$ cat config.mk
export PLATFORM = sky130hd
export DESIGN_NAME = spike_decoder
export DESIGN_NICKNAME = d
export VERILOG_FILES = /design/src/rtl/spike_decoder.sv
export SDC_FILE = /design/constraint.sdc
export NUM_CORES = 1
export LEC_CHECK = 0
export ABC_AREA = 1
export BUFFER_PORTS_ARGS = -buffer_cell sky130_fd_sc_hd__buf_4
export CAP_MARGIN = 5
export CORE_ASPECT_RATIO = 0.8
export CORE_MARGIN = 1.5
export CORE_UTILIZATION = 35
export DETAILED_ROUTE_END_ITERATION = 10
export GPL_TIMING_DRIVEN = 0
export HOLD_SLACK_MARGIN = 0.06
export MAX_ROUTING_LAYER = met4
export SLEW_MARGIN = 10
export SYNTH_ARGS = -nofsm -noshare
export SYNTH_HDL_FRONTEND = slang
export SYNTH_SLANG_ARGS = --single-unit
$ cat constraint.sdc
create_clock -name clk -period 2.6 [get_ports clk]
set_clock_uncertainty 0.05 [all_clocks]
set_input_delay 0.52 -clock clk [delete_from_list [all_inputs] [get_ports clk]]
set_output_delay 0.52 -clock clk [all_outputs]
set_load 0.02 [all_outputs]
$ cat src/rtl/spike_decoder.sv
// Spike-count classifier: synchronizes four-phase request/ack channels from the last layer,
// counts spikes per neuron over a fixed window, then picks the busiest neuron by sequential argmax.
module spike_decoder #(
  parameter int neurons       = 4,
  parameter int cnt_bits      = 8,
  parameter int window_cycles = 1000,
  parameter int sync_stages   = 2
) (
  input  logic                       clk,
  input  logic                       rst,
  input  logic [neurons-1:0]         req_in,
  output logic [neurons-1:0]         ack_in,
  input  logic                       start,
  output logic                       busy,
  output logic                       done,
  output logic [$clog2(neurons)-1:0] class_out,
  output logic [cnt_bits-1:0]        max_count
);

  localparam int IW = $clog2(neurons);
  localparam int WW = (window_cycles > 1) ? $clog2(window_cycles) : 1;

  typedef enum logic [1:0] {S_IDLE, S_COUNT, S_COMPARE, S_DONE} state_t;

  state_t              state;
  logic [WW-1:0]       win;
  logic [IW-1:0]       idx, best_idx, nxt_idx;
  logic [cnt_bits-1:0] best_cnt, nxt_cnt;
  logic [cnt_bits-1:0] cnt [neurons];
  logic                clr, counting;

  assign clr      = (state == S_IDLE) && start;
  assign counting = (state == S_COUNT);

  // Per-channel handshake: ack simply mirrors the synchronized request, so a spike is the
  // cycle where the synchronized request is high but the ack has not caught up yet.
  for (genvar g = 0; g < neurons; g++) begin : g_lane
    logic [sync_stages-1:0] sq;
    logic                   ack_q;
    logic [cnt_bits-1:0]    c;
    logic                   spike;

    assign spike     = sq[sync_stages-1] & ~ack_q;
    assign ack_in[g] = ack_q;
    assign cnt[g]    = c;

    always_ff @(posedge clk or posedge rst) begin
      if (rst) begin
        sq    <= '0;
        ack_q <= 1'b0;
        c     <= '0;
      end else begin
        sq    <= {sq[sync_stages-2:0], req_in[g]};
        ack_q <= sq[sync_stages-1];
        if (clr)
          c <= '0;
        else if (counting && spike && (c != '1))
          c <= c + 1'b1;
      end
    end
  end

  // Strict compare keeps the lowest index on ties.
  always_comb begin
    nxt_cnt = best_cnt;
    nxt_idx = best_idx;
    if (cnt[idx] > best_cnt) begin
      nxt_cnt = cnt[idx];
      nxt_idx = idx;
    end
  end

  always_ff @(posedge clk or posedge rst) begin
    if (rst) begin
      state     <= S_IDLE;
      win       <= '0;
      idx       <= '0;
      best_idx  <= '0;
      best_cnt  <= '0;
      busy      <= 1'b0;
      done      <= 1'b0;
      class_out <= '0;
      max_count <= '0;
    end else begin
      done <= 1'b0;
      case (state)
        S_IDLE: if (start) begin
          state <= S_COUNT;
          win   <= '0;
          busy  <= 1'b1;
        end
        S_COUNT: begin
          win <= win + 1'b1;
          if (win == WW'(window_cycles - 1)) begin
            state    <= S_COMPARE;
            idx      <= '0;
            best_idx <= '0;
            best_cnt <= '0;
          end
        end
        S_COMPARE: begin
          best_cnt <= nxt_cnt;
          best_idx <= nxt_idx;
          idx      <= idx + 1'b1;
          if (idx == IW'(neurons - 1)) begin
            state     <= S_DONE;
            busy      <= 1'b0;
            class_out <= nxt_idx;
            max_count <= nxt_cnt;
          end
        end
        S_DONE: begin
          done  <= 1'b1;
          state <= S_IDLE;
        end
        default: state <= S_IDLE;
      endcase
    end
  end

endmodule

==> flow_metrics.py, run 1 <==
metrics = {
    "worst_setup_path": {
        "start_kind": "register",
        "required_ns": 2.83,
        "slowest_delay_ns": 0.42,
        "crit_type": "reg2reg",
        "path_common_cell": "nand2_1",
        "cp_cell_sequence": "clkbuf_4 > a21oi_1 > o21ai_0 > nand2_1 > inv_1 > ha_1 > nand2_1 > nor2_2 > nand4_1 > buf_4 > nand3_1 > nand3_1 > nand2_1",
        "worstPathArrival_ns": 2.60,
        "crit_path_end_kind": "register",
        "slowest_stage": "dfrtp_1",
        "reg2reg_depth": 13,
        "crit_fanout": 10,
    },
    "placed_design": {
        "gp_congestion": 0.887,
        "postPlaceCellArea_sq_um": 4850,
        "pre_cts_slack_ns": 0.0389,
        "port_buffers": 22,
        "hpwlAfterDp_um": 7520,
    },
    "synthesis": {
        "netlist_top_cells_count": "155 x nand2_1, 80 x dfrtp_1, 59 x nand3_1, 50 x inv_1, 34 x nor2_1",
        "ys.warnings.count": 0,
        "synthDistinctLibCells": 40,
        "synth_top_area_share": 0.452,
        "yosysSeqAreaShare": 0.452,
        "synthArstFlopShare": 1.00,
        "syn_inst": 557,
        "synth_largest_area_cell": "dfrtp_1",
        "synth_area_per_cell_sq_um": 7.94,
        "synth-main-ff-cell": "dfrtp_1",
        "syn_nets": 582,
        "synth_edf_count": 0,
        "ys_seq_elements": 80,
        "synthTopCellsByArea": "dfrtp_1 45%, nand2_1 13%, nand3_1 6.7%, ha_1 5.1%, inv_1 4.2%",
        "syn_area_sq_um": 4420,
        "yosysMostFrequentCell": "nand2_1",
    },
    "global_route": {
        "grt_usage": 0.169,
        "grt_max_degree": 32,
        "antenna_found_initial": 0,
        "grt_pass1_wl_um": 17200,
        "grt-ovfl-total": 0,
        "grt_pass1_vias": 3594,
    },
    "routing": {
        "wire_per_inst_um": 13.0,
        "drc_errors": 0,
        "drt_wl_total_um": 10000,
        "detail-route-antenna-nets": 0,
        "avgViaCountPerCell": 4.79,
        "drt_iter0_drc": 280,
        "dr.pass1.iters": 4,
        "num_vias": 3677,
    },
    "floorplanning": {
        "coreArea_sq_um": 12300,
        "initial_core_util": 0.361,
        "die_w_um": 129,
        "ios": 23,
        "rows": 36,
        "die_h_um": 104,
        "die-area_sq_um": 13300,
    },
    "clock_network": {
        "cts_tree": "yes",
        "clk_latency_ns": 0.34,
        "cts_num_sinks": 80,
        "clockBufferDepth": 2,
        "cts_root_buf": "clkbuf_16",
        "clkSlewWorstSetupHoldPaths_ns": 0.06,
        "htree_levels": 3,
        "cts_made_buffers": 9,
    },
    "run": {
        "max_cap_viol_count": 0,
    },
    "sta": {
        "layout_min_cycle_time_ns": 2.37,
        "hold_ws_ns": 0.234,
        "fin_ws_ns": 0.234,
        "worst_slew_pin_slew_ns": 0.745,
        "drv_slew": 0,
        "maxSlewHeadroom": 0.502,
        "setup_viol": 0,
        "min_period_over_period": 0.910,
        "fmax_ghz": 0.423,
        "hold_viol": 0,
    },
    "final_layout": {
        "syn_to_final_growth_pct": 17.1,
        "fill_cells": 1232,
        "n_antenna_cell": 0,
        "finish.utilization": 0.423,
        "nets": 618,
        "finish.instance_area_sq_um": 5180,
        "drive_above_1_share": 0.162,
    },
    "power_and_ir_drop": {
        "peakVddDrop_mv": 0.419,
        "p_per_area_nw_per_um2": 1060,
        "power_mw": 5.50,
        "p_leak_nw": 2.55,
    },
    "worst_hold_path": {
        "holdPathStages": 1,
        "hold_path_class": "in2reg",
    },
    "status": {
        "status": "finished, final reports clean",
    },
}
layer usage:
| layer | vias up | share of wire | routed length (um) | global-route usage |
|---|---|---|---|---|
| li1 | 1876 | - | - | - |
| met4 | 0 | 0.016 | 161 | 0.0546 |
| met2 | 73 | 0.44 | 4390 | 0.247 |
| met1 | 1711 | 0.51 | 5100 | 0.230 |
| met3 | 17 | 0.036 | 363 | 0.0403 |
| met5 | - | 0 | 0 | - |
sequential cells by signal, indices dropped and copies added (netlist names):
signal	cells
g_lane.ack_q	4
idx	2
g_lane.sq	8
best_cnt	8
win	10
busy	1
class_out	2
g_lane.c	32
done	1
state	2
max_count	8
best_idx	2
through the flow:
step / instances / setup TNS (ns)
after CTS: 767 / 0
after global placement: 750 / 0
after floorplan: 557 / 0
after global routing: 768 / -0.0000391
after detailed placement: 752 / 0
final: 768 / 0
timing repair:
item / 4_1_cts / 5_1_grt
setup endpoints to repair: 0 / 20
endpoints found under the hold margin: 0 / 0
setup buffers: 0 / 1
hold buffers: 0 / 0
gates resized for setup: 0 / 16
where the power goes:
part	switching (mW)	total, mW	leakage [nW]	internal [mW]
clock network	0.495	1.26	0.139	0.763
logic	1.66	2.53	1.36	0.876
registers	0.188	1.71	1.05	1.52
total	2.34	5.50	2.55	3.16
path summary, 6_finish.rpt:
check                                          start                   endpoint  slack, ns
max in group asynchronous                        rst   max_count[0]$_DFFE_PP0P_       1.66
min                                        req_in[1]  g_lane[1].sq[0]$_DFF_PP0_       0.23
max reg2reg                       idx[0]$_DFFE_PP0P_   max_count[2]$_DFFE_PP0P_       0.23
min reg2reg                g_lane[2].sq[0]$_DFF_PP0_  g_lane[2].sq[1]$_DFF_PP0_       0.30
max                               idx[0]$_DFFE_PP0P_   max_count[2]$_DFFE_PP0P_       0.23
min in group asynchronous                        rst  g_lane[2].sq[0]$_DFF_PP0_       0.26
final cells by class:
| type | instances | area [sq um] | share of cell area |
|---|---|---|---|
| Tap cell | 171 | 214 | 0.0413 |
| Buffer | 19 | 125 | 0.0242 |
| Inverter | 67 | 260 | 0.0502 |
| Clock buffer | 12 | 246 | 0.0476 |
| Sequential cell | 80 | 2000 | 0.386 |
| Clock inverter | 3 | 42.5 | 0.00821 |
| Timing Repair Buffer | 25 | 220 | 0.0425 |
| Multi-Input combinational cell | 391 | 2070 | 0.400 |
cell families (layout without fill, tap and decap cells):
kind of cell,Yosys count,count (layout),share of synthesized area
AND/OR/NAND/NOR,289,289,0.290
buffers and inverters,86,126,0.0820
flip-flops,80,80,0.452
AO/OA/AOI/OAI,73,73,0.101
adder cells (fa/ha/maj),18,18,0.0509
XOR/XNOR,11,11,0.0235
cells in the final DEF (no fill, tap or decap), types with 4 or more instances in the layout:
master,netlist,layout
nand2_2,6,6
nor2_1,34,33
a21oi_2,4,4
xor2_1,8,8
nor2_2,3,4
clkbuf_1,5,5
o21ai_1,15,15
dfrtp_1,80,80
nand4_1,10,10
inv_2,15,14
ha_1,18,18
nand2_1,155,154
nor3_1,11,11
clkbuf_16,0,9
o211ai_1,4,4
buf_4,6,30
a21oi_1,23,23
inv_1,50,49
nand3_1,59,59
o21ai_0,13,13
o31ai_1,6,6
critical path: cells and delay by family, from the launching register on:
kind                       cells  cell delay [ns]
AOI/OAI and AO/OA              2             0.25
adders and majority gates      1             0.27
buffers and inverters          3             0.49
DFF                            1             0.42
and+or+nand+nor                7             0.83
No activity file was read; power rests on OpenSTA's default activity.
==> run 2, diff against run 1 <==
--- a/config.mk
+++ b/config.mk
@@ -5,7 +5,6 @@
 export SDC_FILE = /design/constraint.sdc
 export NUM_CORES = 1
 export LEC_CHECK = 0
-export ABC_AREA = 1
 export BUFFER_PORTS_ARGS = -buffer_cell sky130_fd_sc_hd__buf_4
 export CAP_MARGIN = 5
 export CORE_ASPECT_RATIO = 0.8
==> flow_metrics.py, run 2 <==
metrics = {
    "worst_setup_path": {
        "rrSetupSlack_ns": -0.19,
        "critPathTopFamily": "compound AO/OA/AOI/OAI gates",
        "start_kind": "register",
        "cp.depth": 9,
        "required_ns": 2.77,
        "reg2reg_depth": 9,
        "crit_buf_inv": 2,
        "slowest_stage": "mux4_2",
        "regToRegEndpoint": "best_cnt[4]$_DFFE_PP0P_",
        "crit_fanout": 10,
        "crit_type": "reg2reg",
        "rr_startpoint": "idx[0]$_DFFE_PP0P_",
        "crit_path_end_kind": "register",
        "worstPathArrival_ns": 2.97,
        "cp_cell_sequence": "buf_8 > mux4_2 > ha_1 > nand4_1 > nor2_4 > a211o_1 > a31o_1 > buf_6 > a22o_1",
        "slowest_delay_ns": 0.55,
    },
    "routing": {
        "dr.pass1.iters": 5,
        "wire_per_inst_um": 15.1,
        "drt_iter0_drc": 169,
        "drt_wl_total_um": 8680,
        "drc_errors": 0,
        "num_vias": 2943,
        "detail-route-antenna-nets": 0,
        "avgViaCountPerCell": 5.12,
    },
    "floorplanning": {
        "rows": 35,
        "ios": 23,
        "coreArea_sq_um": 11400,
        "die-area_sq_um": 12300,
        "die_h_um": 99.5,
        "initial_core_util": 0.357,
        "die_w_um": 124,
    },
    "synthesis": {
        "netlist_top_cells_count": "80 x dfrtp_1, 50 x nor2_1, 27 x nand3_1, 19 x nand2_1",
        "synthArstFlopShare": 1.00,
        "syn_area_sq_um": 4080,
        "syn_nets": 404,
        "syn_inst": 379,
        "ys.warnings.count": 0,
        "yosysMostFrequentCell": "dfrtp_1",
        "synth_edf_count": 0,
        "synthTopCellsByArea": "dfrtp_1 49%, ha_1 5.5%, nor2_1 4.6%, mux4_2 4.4%, xnor2_1 3.9%",
        "yosysSeqAreaShare": 0.491,
        "ys_seq_elements": 80,
        "synth_largest_area_cell": "dfrtp_1",
        "synth_top_area_share": 0.491,
        "synth_area_per_cell_sq_um": 10.8,
        "synthDistinctLibCells": 47,
        "synth-main-ff-cell": "dfrtp_1",
    },
    "sta": {
        "maxSlewHeadroom": 0.681,
        "fmax_ghz": 0.358,
        "drv_slew": 0,
        "min_period_over_period": 1.07,
        "fin_ws_ns": -0.192,
        "setup_viol": 20,
        "layout_min_cycle_time_ns": 2.79,
        "hold_viol": 0,
        "rsz0062_at_grt": "true",
        "tns_ns": -2.65,
        "worst_slew_pin_slew_ns": 0.478,
    },
    "final_layout": {
        "largest_reg_flops": 32,
        "fill_cells": 1069,
        "instances_no_fill": 575,
        "final_common_cell": "dfrtp_1",
        "finish.instance_area_sq_um": 4940,
        "top_regs": "g_lane.c x32, win x10",
        "nets": 447,
        "drive_above_1_share": 0.197,
        "n_antenna_cell": 0,
        "finish.utilization": 0.433,
        "final_cell_mix": "79 x dfrtp_1, 49 x nor2_1, 36 x buf_4",
        "top_register": "g_lane.c",
        "syn_to_final_growth_pct": 21.2,
    },
    "global_route": {
        "antenna_found_initial": 0,
        "grt_usage": 0.161,
        "grt-ovfl-total": 0,
        "grt_max_degree": 32,
        "grt_pass1_vias": 2878,
        "grt_pass1_wl_um": 14800,
    },
    "worst_hold_path": {
        "hold_path_class": "in2async",
    },
    "status": {
        "violations": "negative setup slack",
        "status": "finished, violations left",
    },
    "clock_network": {
        "cts_root_buf": "clkbuf_16",
        "clk_latency_ns": 0.34,
        "hold_buffers": 0,
        "clockBufferDepth": 2,
        "clkSlewWorstSetupHoldPaths_ns": 0.06,
        "cts_tree": "yes",
        "cts_num_sinks": 80,
        "htree_levels": 3,
        "cts_made_buffers": 9,
    },
    "placed_design": {
        "port_buffers": 22,
        "gp_congestion": 0.819,
        "dp_cells": 551,
        "hpwlAfterDp_um": 6260,
        "postPlaceCellArea_sq_um": 4480,
    },
    "power_and_ir_drop": {
        "peakVddDrop_mv": 0.474,
        "p_leak_nw": 2.00,
        "power_mw": 3.05,
        "p_per_area_nw_per_um2": 616,
    },
    "run": {
        "max_cap_viol_count": 0,
    },
}
[run 2: cell type report]
class | instances | area, sq um | area share
inverter | 17 | 67.6 | 0.0137
clock inverter | 5 | 104 | 0.0210
clock buffer | 11 | 243 | 0.0491
multi-input combinational | 264 | 1960 | 0.396
buffer | 18 | 116 | 0.0235
sequential | 80 | 2000 | 0.405
tap | 148 | 185 | 0.0375
timing repair buffer | 32 | 265 | 0.0537
[run 2: stage by stage]
stage	worst slack, ns	hold slack [ns]
floorplan	-0.0856	0.281
global placement	-0.371	0.283
detailed placement	-0.448	0.285
CTS	-0.167	0.162
global route	-0.288	0.179
finish	-0.192	0.155
[run 2: worst max path at each step]
stage / from / slack (ns) / endpoint
2_1_floorplan: idx[0]$_DFFE_PP0P_ / -0.09 / best_cnt[0]$_DFFE_PP0P_
3_3_place_gp: idx[1]$_DFFE_PP0P_ / -0.37 / max_count[4]$_DFFE_PP0P_
3_5_place_dp: idx[1]$_DFFE_PP0P_ / -0.45 / max_count[5]$_DFFE_PP0P_
4_1_cts: idx[0]$_DFFE_PP0P_ / -0.17 / best_cnt[4]$_DFFE_PP0P_
5_1_grt: idx[0]$_DFFE_PP0P_ / -0.29 / best_cnt[4]$_DFFE_PP0P_
6_report: idx[0]$_DFFE_PP0P_ / -0.19 / best_cnt[4]$_DFFE_PP0P_
[run 2: cells by family after synthesis]
group           after synthesis  share of synthesized area
mux                          14                     0.0592
compound gates               70                      0.130
buf+inv                      35                     0.0402
flops                        80                      0.491
fa+ha+maj                    18                     0.0552
xor+xnor                     33                     0.0709
simple gates                129                      0.154
[run 2: power breakdown]
| group | internal (mW) | switching [mW] | leakage (nW) | total (mW) |
|---|---|---|---|---|
| sequential | 1.31 | 0.0905 | 0.904 | 1.40 |
| combinational | 0.0837 | 0.103 | 0.923 | 0.186 |
| clock | 0.964 | 0.492 | 0.170 | 1.46 |
[run 2: timing repair]
action                                 4_1_cts  5_1_grt
buffers inserted                             6        2
pin swaps                                    5        6
gates resized for setup                      9        3
cloned                                       0        0
setup endpoints to repair                   20       20
endpoints found under the hold margin        0        0
[run 2: metal layers]
layer	share of wire	up-vias	GRT usage	wire [um]
li1	-	1437	-	-
met5	0	-	-	0
met4	0.011	0	0.0424	98
met1	0.51	1458	0.229	4440
met3	0.042	7	0.0430	365
met2	0.44	41	0.227	3780
==> run 3, diff against run 2 <==
--- a/config.mk
+++ b/config.mk
@@ -9,7 +9,7 @@
 export CAP_MARGIN = 5
 export CORE_ASPECT_RATIO = 0.8
 export CORE_MARGIN = 1.5
-export CORE_UTILIZATION = 35
+export CORE_UTILIZATION = 45
 export DETAILED_ROUTE_END_ITERATION = 10
 export GPL_TIMING_DRIVEN = 0
 export HOLD_SLACK_MARGIN = 0.06
==> flow_metrics.py, run 3 (synthesis gave the netlist of run 2 again) <==
metrics = {
    "worst_setup_path": {
        "crit_fanout": 10,
        "rrSetupSlack_ns": -0.18,
        "required_ns": 2.82,
        "rr_startpoint": "idx[0]$_DFFE_PP0P_",
        "crit_path_end_kind": "register",
        "worstSetupStartpoint": "idx[0]$_DFFE_PP0P_",
        "worstPathArrival_ns": 3.00,
        "crit_type": "reg2reg",
        "start_kind": "register",
    },
    "sta": {
        "layout_min_cycle_time_ns": 2.78,
        "hold_ws_ns": 0.154,
        "fin_ws_ns": -0.183,
        "rsz0062_at_grt": "true",
        "maxSlewHeadroom": 0.626,
        "fmax_ghz": 0.359,
        "hold_viol": 0,
        "drv_slew": 0,
        "tns_ns": -2.45,
        "setup_viol": 20,
        "min_period_over_period": 1.07,
        "worst_slew_pin_slew_ns": 0.560,
    },
    "placed_design": {
        "port_buffers": 22,
        "gp_congestion": 0.815,
        "dp_cells": 515,
        "hpwlAfterDp_um": 6170,
        "postPlaceCellArea_sq_um": 4430,
    },
    "routing": {
        "drt_iter0_drc": 191,
        "drt_wl_total_um": 9250,
        "drc_errors": 0,
        "wire_per_inst_um": 16.9,
        "detail-route-antenna-nets": 0,
        "avgViaCountPerCell": 5.50,
        "num_vias": 3005,
        "dr.pass1.iters": 4,
    },
    "clock_network": {
        "cts_made_buffers": 9,
        "cts_tree": "yes",
        "cts_root_buf": "clkbuf_16",
        "clkSlewWorstSetupHoldPaths_ns": 0.06,
        "clockBufferDepth": 2,
        "clk_latency_ns": 0.34,
        "htree_levels": 3,
        "cts_num_sinks": 80,
    },
    "final_layout": {
        "nets": 454,
        "drive_above_1_share": 0.256,
        "finish.instance_area_sq_um": 5040,
        "instances_no_fill": 546,
        "top_regs": "g_lane.c x32, win x10",
        "area.sequential_sq_um": 2000,
        "largest_reg_flops": 32,
        "multi_input_area_sq_um": 2050,
        "fill_cells": 756,
        "final_cell_mix": "79 x dfrtp_1, 49 x nor2_1, 40 x buf_4",
        "n_antenna_cell": 0,
        "final_common_cell": "dfrtp_1",
        "syn_to_final_growth_pct": 23.6,
        "top_register": "g_lane.c",
    },
    "power_and_ir_drop": {
        "p_per_area_nw_per_um2": 572,
        "power_mw": 2.88,
        "peakVddDrop_mv": 0.445,
        "p_leak_nw": 2.04,
    },
    "worst_hold_path": {
        "hold_path_class": "in2async",
    },
    "floorplanning": {
        "rows": 30,
        "initial_core_util": 0.472,
        "die-area_sq_um": 9640,
        "die_h_um": 88.1,
        "coreArea_sq_um": 8630,
        "ios": 23,
        "die_w_um": 109,
    },
    "global_route": {
        "grt_pass1_vias": 2997,
        "grt_pass1_wl_um": 15500,
        "grt-ovfl-total": 0,
        "grt_usage": 0.220,
        "grt_max_degree": 38,
        "antenna_found_initial": 0,
    },
    "status": {
        "violations": "negative setup slack",
        "status": "finished, violations left",
    },
    "run": {
        "max_cap_viol_count": 0,
    },
}
-- run 3: routing by layer --
layer	global-route usage	vias up	wire, um
li1	-	1452	-
met1	0.306	1484	4560
met2	0.314	56	4180
met3	0.0558	13	386
met4	0.0661	0	114
met5	-	-	0
-- run 3: critical path, cell delays in order, from the launching register on --
cell and delay, ns:
dfrtp_2 0.38, buf_8 0.13, mux4_2 0.59, ha_4 0.31, nor2b_4 0.12, o211ai_1 0.11, a211o_1 0.30, buf_4 0.14
buf_6 0.12, a21oi_4 0.17, buf_12 0.15, a22o_1 0.15
-- run 3: final cells by class --
type                            instances  area share
Sequential cell                        80       0.397
Inverter                               17      0.0134
Clock inverter                          5      0.0109
Timing Repair Buffer                   39      0.0678
Clock buffer                           11      0.0501
Tap cell                              112      0.0278
Buffer                                 18      0.0263
Multi-Input combinational cell        264       0.406
-- run 3: what timing repair did --
item                                    in CTS  in global routing
endpoints found under the setup margin      20                 20
hold buffers                                 0                  0
gates resized for setup                     31                 19
endpoints found under the hold margin        0                  0
pin swaps                                   17                 11
gates cloned                                 1                  0
buffers inserted                            12                  3
-- run 3: final timing paths --
kind	end	cells after the start
min in group clk	g_lane[3].sq[0]$_DFF_PP0_	1
setup reg to reg	best_cnt[0]$_DFFE_PP0P_	11
setup / recovery	best_cnt[0]$_DFFE_PP0P_	11
max in group asynchronous	idx[0]$_DFFE_PP0P_	3
hold reg to reg	g_lane[3].sq[1]$_DFF_PP0_	0
hold / removal	busy$_DFFE_PP0P_	2
-- run 3: report_power, final --
group	switching [mW]	internal, mW
clock	0.504	0.792
sequential	0.0854	1.31
combinational	0.102	0.0833
total	0.692	2.19
-- run 3: through the flow --
stage | setup WS, ns | utilization
floorplan | -0.0856 | -
global placement | -0.374 | 0.509
detailed placement | -0.452 | 0.513
CTS | -0.137 | 0.571
global route | -0.267 | 0.584
finish | -0.183 | 0.584
